File: config.mk
export PLATFORM = sky130hd
export DESIGN_NAME = pic_host_sequencer_flat
export DESIGN_NICKNAME = d
export VERILOG_FILES = /design/src/rtl/pic_host_sequencer_if.sv /design/src/rtl/pic_host_sequencer.sv /design/src/flat_wrapper.sv
export SDC_FILE = /design/constraint.sdc
export NUM_CORES = 1
export LEC_CHECK = 0
export CAP_MARGIN = 20
export CORE_MARGIN = 5
export CORE_UTILIZATION = 28
export DETAILED_ROUTE_END_ITERATION = 10
export SETUP_SLACK_MARGIN = 0.3
export SLEW_MARGIN = 30
export SYNTH_ARGS = -nofsm -noshare
export SYNTH_HDL_FRONTEND = slang
export SYNTH_SLANG_ARGS = --single-unit
File: constraint.sdc
create_clock -name clock -period 7 [get_ports clock]
set_clock_uncertainty 0.15 [all_clocks]
set_input_delay 1.4 -clock clock [delete_from_list [all_inputs] [get_ports clock]]
set_output_delay 1.4 -clock clock [all_outputs]
set_load 0.01 [all_outputs]
File: src/rtl/pic_host_sequencer_if.sv
// CPU-side bus to the 8259A: chip strobes, A0, split data bus, INTA# and INT.
// The sequencer is the master; the PIC (or its model) is the slave.
interface pic_host_sequencer_if;
  logic       chip_select_n;
  logic       write_enable_n;
  logic       read_enable_n;
  logic       address;
  logic [7:0] data_bus_out;
  logic       data_bus_io;
  logic [7:0] data_bus_in;
  logic       interrupt_acknowledge_n;
  logic       interrupt_to_cpu;

  modport master (
    output chip_select_n, write_enable_n, read_enable_n, address,
           data_bus_out, data_bus_io, interrupt_acknowledge_n,
    input  data_bus_in, interrupt_to_cpu
  );

  modport slave (
    input  chip_select_n, write_enable_n, read_enable_n, address,
           data_bus_out, data_bus_io, interrupt_acknowledge_n,
    output data_bus_in, interrupt_to_cpu
  );
endinterface

File: src/rtl/pic_host_sequencer.sv
// 8259A host sequencer: writes ICW1..ICW4 + OCW1 on request, then answers INT
// with an INTA# pulse train (2 pulses in 8086 mode, 3 in MCS-80 mode) and captures the vector bytes.
module pic_host_sequencer #(
  parameter int STROBE_CYCLES = 2,
  parameter int GAP_CYCLES    = 1
) (
  input  logic                        clock,
  input  logic                        reset,
  input  logic                        start_init,
  input  logic [7:0]                  cfg_icw1,
  input  logic [7:0]                  cfg_icw2,
  input  logic [7:0]                  cfg_icw3,
  input  logic [7:0]                  cfg_icw4,
  input  logic [7:0]                  cfg_ocw1,
  input  logic                        ack_enable,
  pic_host_sequencer_if.master        pic,
  output logic [7:0]                  vector_byte0,
  output logic [7:0]                  vector_byte1,
  output logic [7:0]                  vector_byte2,
  output logic                        vector_valid,
  output logic                        busy,
  output logic                        init_done
);

  localparam int CNT_MAX = (STROBE_CYCLES > GAP_CYCLES) ? STROBE_CYCLES : GAP_CYCLES;
  localparam int CNT_W   = $clog2(CNT_MAX + 1);
  localparam logic [CNT_W-1:0] STROBE_LOAD = CNT_W'(STROBE_CYCLES - 1);
  localparam logic [CNT_W-1:0] GAP_LOAD    = CNT_W'(GAP_CYCLES - 1);
  localparam logic [2:0]       WORD_NONE   = 3'd5;

  typedef enum logic [2:0] {
    IDLE, WR_SETUP, WR_STROBE, WR_GAP, ACK_STROBE, ACK_GAP, ACK_DONE
  } state_t;

  state_t           state, state_nxt;
  logic [CNT_W-1:0] cnt, cnt_nxt;
  logic [2:0]       word_idx, word_idx_nxt;
  logic [1:0]       pulse_idx, pulse_idx_nxt;
  logic             init_done_nxt;
  logic             load_cfg;
  logic             capture;
  logic [2:0]       word_next;
  logic [1:0]       last_pulse;
  logic [7:0]       wr_data_nxt;
  logic [7:0]       data_q;
  logic             addr_q;
  logic [7:0]       icw1_q, icw2_q, icw3_q, icw4_q, ocw1_q;

  // Word order is ICW1, ICW2, ICW3, ICW4, OCW1 (0..4); returns the next word
  // the latched ICW1 enables after idx, or WORD_NONE when the list is exhausted.
  function automatic logic [2:0] next_word_f(input logic [2:0] idx, input logic [7:0] icw1);
    logic [4:0] en;
    logic [2:0] nxt;
    en  = {1'b1, icw1[0], ~icw1[1], 1'b1, 1'b1};
    nxt = WORD_NONE;
    for (int i = 4; i >= 0; i--)
      if (3'(i) > idx && en[i]) nxt = 3'(i);
    return nxt;
  endfunction

  assign word_next  = next_word_f(word_idx, icw1_q);
  // ICW4 is only written when ICW1 asks for it, so 8086 mode needs both bits.
  assign last_pulse = (icw1_q[0] && icw4_q[0]) ? 2'd1 : 2'd2;

  always_ff @(posedge clock) begin
    if (reset) begin
      state     <= IDLE;
      cnt       <= '0;
      word_idx  <= '0;
      pulse_idx <= '0;
      init_done <= 1'b0;
    end else begin
      state     <= state_nxt;
      cnt       <= cnt_nxt;
      word_idx  <= word_idx_nxt;
      pulse_idx <= pulse_idx_nxt;
      init_done <= init_done_nxt;
    end
  end

  always_comb begin
    state_nxt     = state;
    cnt_nxt       = cnt;
    word_idx_nxt  = word_idx;
    pulse_idx_nxt = pulse_idx;
    init_done_nxt = init_done;
    load_cfg      = 1'b0;
    capture       = 1'b0;
    case (state)
      IDLE: begin
        if (start_init) begin
          state_nxt     = WR_SETUP;
          word_idx_nxt  = '0;
          cnt_nxt       = '0;
          load_cfg      = 1'b1;
          init_done_nxt = 1'b0;
        end else if (init_done && ack_enable && pic.interrupt_to_cpu) begin
          state_nxt     = ACK_STROBE;
          cnt_nxt       = STROBE_LOAD;
          pulse_idx_nxt = '0;
        end
      end
      WR_SETUP: begin
        state_nxt = WR_STROBE;
        cnt_nxt   = STROBE_LOAD;
      end
      WR_STROBE: begin
        if (cnt == '0) begin
          state_nxt = WR_GAP;
          cnt_nxt   = GAP_LOAD;
        end else begin
          cnt_nxt = cnt - CNT_W'(1);
        end
      end
      WR_GAP: begin
        if (cnt != '0) begin
          cnt_nxt = cnt - CNT_W'(1);
        end else if (word_next == WORD_NONE) begin
          state_nxt     = IDLE;
          cnt_nxt       = '0;
          init_done_nxt = 1'b1;
        end else begin
          state_nxt    = WR_SETUP;
          cnt_nxt      = '0;
          word_idx_nxt = word_next;
        end
      end
      ACK_STROBE: begin
        if (cnt == '0) begin
          capture   = 1'b1;
          state_nxt = ACK_GAP;
          cnt_nxt   = GAP_LOAD;
        end else begin
          cnt_nxt = cnt - CNT_W'(1);
        end
      end
      ACK_GAP: begin
        if (cnt != '0) begin
          cnt_nxt = cnt - CNT_W'(1);
        end else if (pulse_idx == last_pulse) begin
          state_nxt = ACK_DONE;
          cnt_nxt   = '0;
        end else begin
          state_nxt     = ACK_STROBE;
          cnt_nxt       = STROBE_LOAD;
          pulse_idx_nxt = pulse_idx + 2'd1;
        end
      end
      ACK_DONE: begin
        state_nxt = IDLE;
        cnt_nxt   = '0;
      end
      default: state_nxt = IDLE;
    endcase
  end

  // The first word comes straight from the inputs being latched on this edge.
  always_comb begin
    wr_data_nxt = cfg_icw1;
    if (!load_cfg) begin
      case (word_idx_nxt)
        3'd0:    wr_data_nxt = icw1_q;
        3'd1:    wr_data_nxt = icw2_q;
        3'd2:    wr_data_nxt = icw3_q;
        3'd3:    wr_data_nxt = icw4_q;
        default: wr_data_nxt = ocw1_q;
      endcase
    end
  end

  always_ff @(posedge clock) begin
    if (load_cfg) begin
      icw1_q <= cfg_icw1;
      icw2_q <= cfg_icw2;
      icw3_q <= cfg_icw3;
      icw4_q <= cfg_icw4;
      ocw1_q <= cfg_ocw1;
    end
  end

  always_ff @(posedge clock) begin
    if (reset) begin
      data_q       <= '0;
      addr_q       <= 1'b0;
      vector_byte0 <= '0;
      vector_byte1 <= '0;
      vector_byte2 <= '0;
    end else begin
      if (state_nxt == WR_SETUP) begin
        data_q <= wr_data_nxt;
        addr_q <= (word_idx_nxt != 3'd0);
      end
      if (capture) begin
        case (pulse_idx)
          2'd0:    vector_byte0 <= pic.data_bus_in;
          2'd1:    vector_byte1 <= pic.data_bus_in;
          default: vector_byte2 <= pic.data_bus_in;
        endcase
      end
    end
  end

  assign pic.chip_select_n           = !(state == WR_SETUP || state == WR_STROBE || state == WR_GAP);
  assign pic.write_enable_n          = (state != WR_STROBE);
  assign pic.read_enable_n           = 1'b1;
  assign pic.data_bus_io             = pic.chip_select_n;
  assign pic.interrupt_acknowledge_n = (state != ACK_STROBE);
  assign pic.address                 = addr_q;
  assign pic.data_bus_out            = data_q;
  assign vector_valid                = (state == ACK_DONE);
  assign busy                        = (state != IDLE);

endmodule

File: src/flat_wrapper.sv
// flat-port wrapper written by rule: the top's interface ports become plain ports
module pic_host_sequencer_flat 
#(
  parameter int STROBE_CYCLES = 2,
  parameter int GAP_CYCLES    = 1
)
  (clock, reset, start_init, cfg_icw1, cfg_icw2, cfg_icw3, cfg_icw4, cfg_ocw1, ack_enable, vector_byte0, vector_byte1, vector_byte2, vector_valid, busy, init_done, pic_chip_select_n, pic_write_enable_n, pic_read_enable_n, pic_address, pic_data_bus_out, pic_data_bus_io, pic_interrupt_acknowledge_n, pic_data_bus_in, pic_interrupt_to_cpu);
  pic_host_sequencer_if pic_i ();
  input  logic clock;
  input  logic reset;
  input  logic start_init;
  input  logic [7:0] cfg_icw1;
  input  logic [7:0] cfg_icw2;
  input  logic [7:0] cfg_icw3;
  input  logic [7:0] cfg_icw4;
  input  logic [7:0] cfg_ocw1;
  input  logic ack_enable;
  output logic [7:0] vector_byte0;
  output logic [7:0] vector_byte1;
  output logic [7:0] vector_byte2;
  output logic vector_valid;
  output logic busy;
  output logic init_done;
  output wire logic [$bits(pic_i.chip_select_n)-1:0] pic_chip_select_n;
  output wire logic [$bits(pic_i.write_enable_n)-1:0] pic_write_enable_n;
  output wire logic [$bits(pic_i.read_enable_n)-1:0] pic_read_enable_n;
  output wire logic [$bits(pic_i.address)-1:0] pic_address;
  output wire logic [$bits(pic_i.data_bus_out)-1:0] pic_data_bus_out;
  output wire logic [$bits(pic_i.data_bus_io)-1:0] pic_data_bus_io;
  output wire logic [$bits(pic_i.interrupt_acknowledge_n)-1:0] pic_interrupt_acknowledge_n;
  input wire logic [$bits(pic_i.data_bus_in)-1:0] pic_data_bus_in;
  input wire logic [$bits(pic_i.interrupt_to_cpu)-1:0] pic_interrupt_to_cpu;
  assign pic_chip_select_n = pic_i.chip_select_n;
  assign pic_write_enable_n = pic_i.write_enable_n;
  assign pic_read_enable_n = pic_i.read_enable_n;
  assign pic_address = pic_i.address;
  assign pic_data_bus_out = pic_i.data_bus_out;
  assign pic_data_bus_io = pic_i.data_bus_io;
  assign pic_interrupt_acknowledge_n = pic_i.interrupt_acknowledge_n;
  assign pic_i.data_bus_in = pic_data_bus_in;
  assign pic_i.interrupt_to_cpu = pic_interrupt_to_cpu;
  pic_host_sequencer #(.STROBE_CYCLES(STROBE_CYCLES), .GAP_CYCLES(GAP_CYCLES)) u_core (.clock(clock), .reset(reset), .start_init(start_init), .cfg_icw1(cfg_icw1), .cfg_icw2(cfg_icw2), .cfg_icw3(cfg_icw3), .cfg_icw4(cfg_icw4), .cfg_ocw1(cfg_ocw1), .ack_enable(ack_enable), .pic(pic_i), .vector_byte0(vector_byte0), .vector_byte1(vector_byte1), .vector_byte2(vector_byte2), .vector_valid(vector_valid), .busy(busy), .init_done(init_done));
endmodule
; Yosys cells after proc, flatten, opt, wreduce, memory -nomap -nowiden
; Cells that the tools add are included.
[totals]
input_bits = 53
word_cells = 114
output_inout_bits = 41
register_bits = 84
[op_classes]
n_eq_ne = 23
n_reduce_logical = 26
mux = 41
bitwise_logic = 2
add_sub_neg = 2
magnitude_cmp = 5
[ops]
columns = cell, count
row1 = 3-bit 2-to-1 mux, 13
row2 = 8-bit case mux with 4 select lines, 1
row3 = 2-bit 2-to-1 mux, 11
row4 = 3-bit case mux with 6 select lines, 1
row5 = 3-bit by 2-bit equality test with 1-bit output (second input constant), 4
row6 = 3-bit equality test (second input constant), 4
row7 = 2-bit case mux with 6 select lines, 1
row8 = 1-bit 2-to-1 mux, 10
row9 = 2-bit != test (second input constant), 5
row10 = 3-bit by 1-bit equality test with 1-bit output (second input constant), 3
row11 = 8-bit 2-to-1 mux, 1
row12 = 2-bit AND reduction, 4
row13 = 1-bit by 3-bit greater-than comparator with 1-bit output (first input constant), 2
row14 = 2-bit by 3-bit greater-than comparator with 1-bit output (first input constant), 2
row15 = 3-bit zero test, 2
row16 = 3-bit by 2-bit != test with 1-bit output (second input constant), 2
row17 = 3-bit case mux with 2 select lines, 1
row18 = 2-bit nonzero test, 3
row19 = 3-bit nonzero test, 2
row20 = 6-bit nonzero test, 1
row21 = 1-bit logical AND, 5
row22 = 5-bit AND reduction, 1
row23 = 2-bit zero test, 2
row24 = 2-bit by 1-bit != test with 1-bit output (second input constant), 2
row25 = 13 further kinds, 16

; Logic depth before layout (Yosys ltp)
[depth]
ltp_word = 13
depth_mapped = 8

; Worst setup path before layout
; No wires, ideal clock.
[synth_path]
kind = input to register
startpoint = input port start_init
endpoint = register u_core.data_q[1] (netlist: u_core.pic.data_bus_out[1])
t_arrival_ns = 4.004
setup_slack_ns = 2.788
n_path_buf = 2
setup_time_ns = 0.059
cell_stages = 7
cell_sequence = or4b_2 -> buf_2 -> inv_1 -> clkbuf_1 -> a22oi_1 -> nor2_1 -> a31o_1
[synth_rtl]
columns = element, line_no
row1 = start: declaration, flat_wrapper.sv:11  ; input logic start_init;
row2 = 1-bit 2-to-1 mux, pic_host_sequencer.sv:91  ; if (start_init) begin
row3 = 1-bit 2-to-1 mux, pic_host_sequencer.sv:89  ; case (state)
row4 = named net u_core.load_cfg, pic_host_sequencer.sv:40  ; logic load_cfg;
row5 = 8-bit 2-to-1 mux, pic_host_sequencer.sv:160  ; if (!load_cfg) begin
row6 = end signal: assignment, pic_host_sequencer.sv:190  ; data_q <= wr_data_nxt;
row7 = end: declaration, pic_host_sequencer.sv:45  ; logic [7:0] data_q;
; The timed path passes the listed nets, and every way through them passes these cells.
; A chain may end at the register's enable or synchronous reset.

; Final worst setup path
[layout_path]
startpoint = input port start_init
endpoint = register u_core.data_q[4] (netlist: u_core.pic.data_bus_out[4])
[layout_between]
elab_chain_len = 5
[layout_rtl]
columns = element, line_no
row1 = 3-bit 2-to-1 mux, pic_host_sequencer.sv:91
row2 = 3-bit case mux with 2 select lines, pic_host_sequencer.sv:89
row3 = 3-bit by 2-bit equality test with 1-bit output (tied with other cells), pic_host_sequencer.sv:161  ; case (word_idx_nxt)
row4 = 8-bit case mux with 4 select lines, pic_host_sequencer.sv:161
row5 = 8-bit 2-to-1 mux, pic_host_sequencer.sv:160
; Parallel ways exist; a longest one is shown, timed or not.

==> results.json <==
{
  "synthArstFlopShare": 0,
  "synth_area_um2": 3830,
  "num_vias": 3154,
  "grt_pass1_wl_um": 16500,
  "max_stage_delay_ns": 0.84,
  "ys_seq_area_frac": 0.544,
  "net-switching-power_uw": 342,
  "combPwrFrac": 0.161,
  "syn_to_final_growth_pct": 34.4,
  "whs_endpoint": "u_core.vector_byte1[1]",
  "cts.hold.buffers_added": 0,
  "rsz0062_at_grt": "false",
  "whs_path_depth": 2,
  "start_kind": "input port",
  "netlist_instances": 382,
  "cp_slowest_cell": "or4b_2",
  "die_h_um": 127,
  "synthFlopType": "dfxtp_1",
  "power.share.clock": 0.362,
  "maxSlewViolCount": 0,
  "layout-drive-gt1-share": 0.0685,
  "ys_ff_latch": 84,
  "synth_cell_type_count": 50,
  "cp.required_ns": 7.09,
  "grt_usage": 0.130,
  "drc": 0,
  "grt_max_degree": 46,
  "cp-end-kind": "flop",
  "p_seq_frac": 0.476,
  "p_int_uw": 905,
  "synth.top_cell.area_share": 0.314,
  "min_period_ns": 4.19,
  "cts-root-buf": "clkbuf_16",
  "cts_buffers": 9,
  "hold_viol_final": 0,
  "worst_r2r_startpoint": "u_core.state[0]",
  "hold_start": "u_core.vector_byte1[1]",
  "via_per_inst": 4.91,
  "clockBufferDepth": 2,
  "r2r_setup_slack_ns": 3.76,
  "grt_pass1_vias": 3138,
  "firstDrtPassIters": 4,
  "htreeDepth": 3,
  "worstHoldPathType": "reg -> reg",
  "start_util": 0.287,
  "final_common_cell": "clkdlybuf4s50_1",
  "path_class": "in -> reg",
  "synth_top_area_cell": "edfxtp_1",
  "die_w_um": 127,
  "dieArea_um2": 16100,
  "final_cell_mix": "clkdlybuf4s50_1 (92), dfxtp_1 (44), a21oi_1 (43)",
  "path_cells": "clkdlybuf4s50_1, or4b_2, clkinv_1, buf_4, or3_1, a211oi_2, a31o_1",
  "route.final.wire_length_um": 10200,
  "status": "finished clean",
  "worstMarginPinSlew_ns": 0.950,
  "reg2reg_depth": 6,
  "dpl.hpwl_um": 7370,
  "fin_setup_tns_ns": 0,
  "total_power_mw": 1.25,
  "drv_cap": 0,
  "fp-row-count": 42,
  "clock.fmax_mhz": 239,
  "cts_resized": 0,
  "io_pins": 94,
  "cellPowerDensity_nw_per_um2": 242,
  "routedWlPerCell_um": 15.8,
  "crit_family": "simple AND/OR/NAND/NOR gates",
  "synth_edf_count": 40,
  "cts_tree": "done",
  "worst_setup_hold_path_clk_slew_ns": 0.06,
  "globalRoute.totalOverflow": 0,
  "io_buffers": 92,
  "r2r-end": "u_core.pic.data_bus_out[4]",
  "grt_antenna_before_repair": 0,
  "first_iter_violations": 168,
  "nFillCells": 1370,
  "setup_viol": 0,
  "postCtsSetupRepairBufs": 0,
  "n_antenna_cell": 0,
  "synth_area_leaders": "edfxtp_1 (31%), dfxtp_1 (23%), a21oi_1 (5.6%), mux2i_1 (4.2%), nand2_1 (4.0%)",
  "irDropWorstVdd_v": 0.000135,
  "postRouteAntennaNets": 0,
  "gp_routability_congestion": 0.775,
  "power.static_leakage_nw": 1.89,
  "clock-sinks": 84,
  "critPathMaxFanout": 43,
  "syn_area_per_cell_um2": 10.0,
  "cp.arrival_ns": 4.28,
  "syn-num-nets": 437,
  "max-slew-margin-rel": 0.367,
  "nNetsFinal": 517,
  "sw_frac_of_total": 0.275,
  "path_buf_inv": 3,
  "insertion_delay_ns": 0.34,
  "post-route-period-util": 0.599,
  "core_area_um2": 13300,
  "holdWs_ns": 0.309,
  "yosys_warnings": 0
}
## power by group through the flow
stage,Sequential [mW],Clock [mW],Combinational [mW]
floorplan,0.595,0,0.117
detailed placement,0.604,0,0.202
global route,0.599,0.489,0.221
global placement,0.604,0,0.199
finish,0.594,0.452,0.201
CTS,0.594,0.466,0.203
## area by class of cell
| type | instances | area, µm² | area share |
|---|---|---|---|
| clock buffers | 9 | 225 | 0.0438 |
| clock inverters | 7 | 56.3 | 0.0109 |
| inverters | 14 | 52.6 | 0.0102 |
| flip-flops and latches | 84 | 2080 | 0.405 |
| well taps | 176 | 220 | 0.0428 |
| multi-input cells | 259 | 1570 | 0.306 |
| repair buffers | 94 | 936 | 0.182 |
## layer usage
metal / routed length (µm) / global-route usage / part of all wire
met5: 0 / 0 / 0
met4: 168 / 0.0473 / 0.017
met3: 749 / 0.0412 / 0.074
met2: 4610 / 0.204 / 0.45
met1: 4640 / 0.167 / 0.46
## worst reg2reg max path, delay by kind of cell (launching register included)
| family | cells | cell delay [ns] |
|---|---|---|
| compound gates | 2 | 0.30 |
| buf+inv | 2 | 0.76 |
| flops | 1 | 0.46 |
| simple gates | 2 | 1.48 |
## stage by stage
stage	instance area (µm²)	cells	setup WS (ns)	util
global placement	4860	627	2.51	0.364
finish	5140	643	2.81	0.385
CTS	5140	643	2.80	0.385
floorplan	3830	382	2.79	-
global route	5140	643	2.65	0.385
detailed placement	4860	627	2.43	0.364
## logic make-up after synthesis
kind of cell	Yosys count	share of synthesized area
and+or+nand+nor	138	0.173
AOI/OAI and AO/OA	101	0.187
DFF	84	0.544
buffers and inverters	39	0.0454
muxes	16	0.0418
adders and majority gates	2	0.00653
other	1	0.000979
xor gates and xnor gates	1	0.00229
## sequential cells by signal, summed over array words and instances, names as in the netlist
| name | cells |
|---|---|
| u_core.vector_byte1 | 8 |
| u_core.pic.address | 1 |
| u_core.ocw1_q | 8 |
| u_core.pulse_idx | 2 |
| u_core.state | 3 |
| u_core.init_done | 1 |
| u_core.icw3_q | 8 |
| u_core.icw1_q | 8 |
| u_core.vector_byte0 | 8 |
| u_core.icw2_q | 8 |
| u_core.pic.data_bus_out | 8 |
| u_core.word_idx | 3 |
| u_core.cnt | 2 |
| u_core.icw4_q | 8 |
| u_core.vector_byte2 | 8 |
## cell usage after synthesis, drive strengths merged, types with 2 or more instances
library cell	n
edfxtp	40
buf	8
o21ai	6
a221o	2
mux2i	16
or3b	3
a21o	2
ha	2
and2	2
a21oi	43
a21boi	3
or3	2
nand2b	5
nand3b	3
nand2	41
dfxtp	44
o221ai	8
clkbuf	17
a311oi	3
inv	14
nor2	37
a22oi	9
a211oi	10
nor3	10
nand3	20
or2	2
a31o	8
nor2b	5
and3	3
## worst max-delay path by stage
stage | start | to | cells past startpoint
floorplan | start_init | u_core.pic.data_bus_out[1] | 7
global placement | start_init | u_core.pic.data_bus_out[5] | 7
detailed placement | start_init | u_core.pic.data_bus_out[2] | 7
CTS | start_init | u_core.pic.data_bus_out[4] | 7
global route | start_init | u_core.pic.data_bus_out[5] | 7
finish | start_init | u_core.pic.data_bus_out[4] | 7
Power figures use the tool's default switching activity.
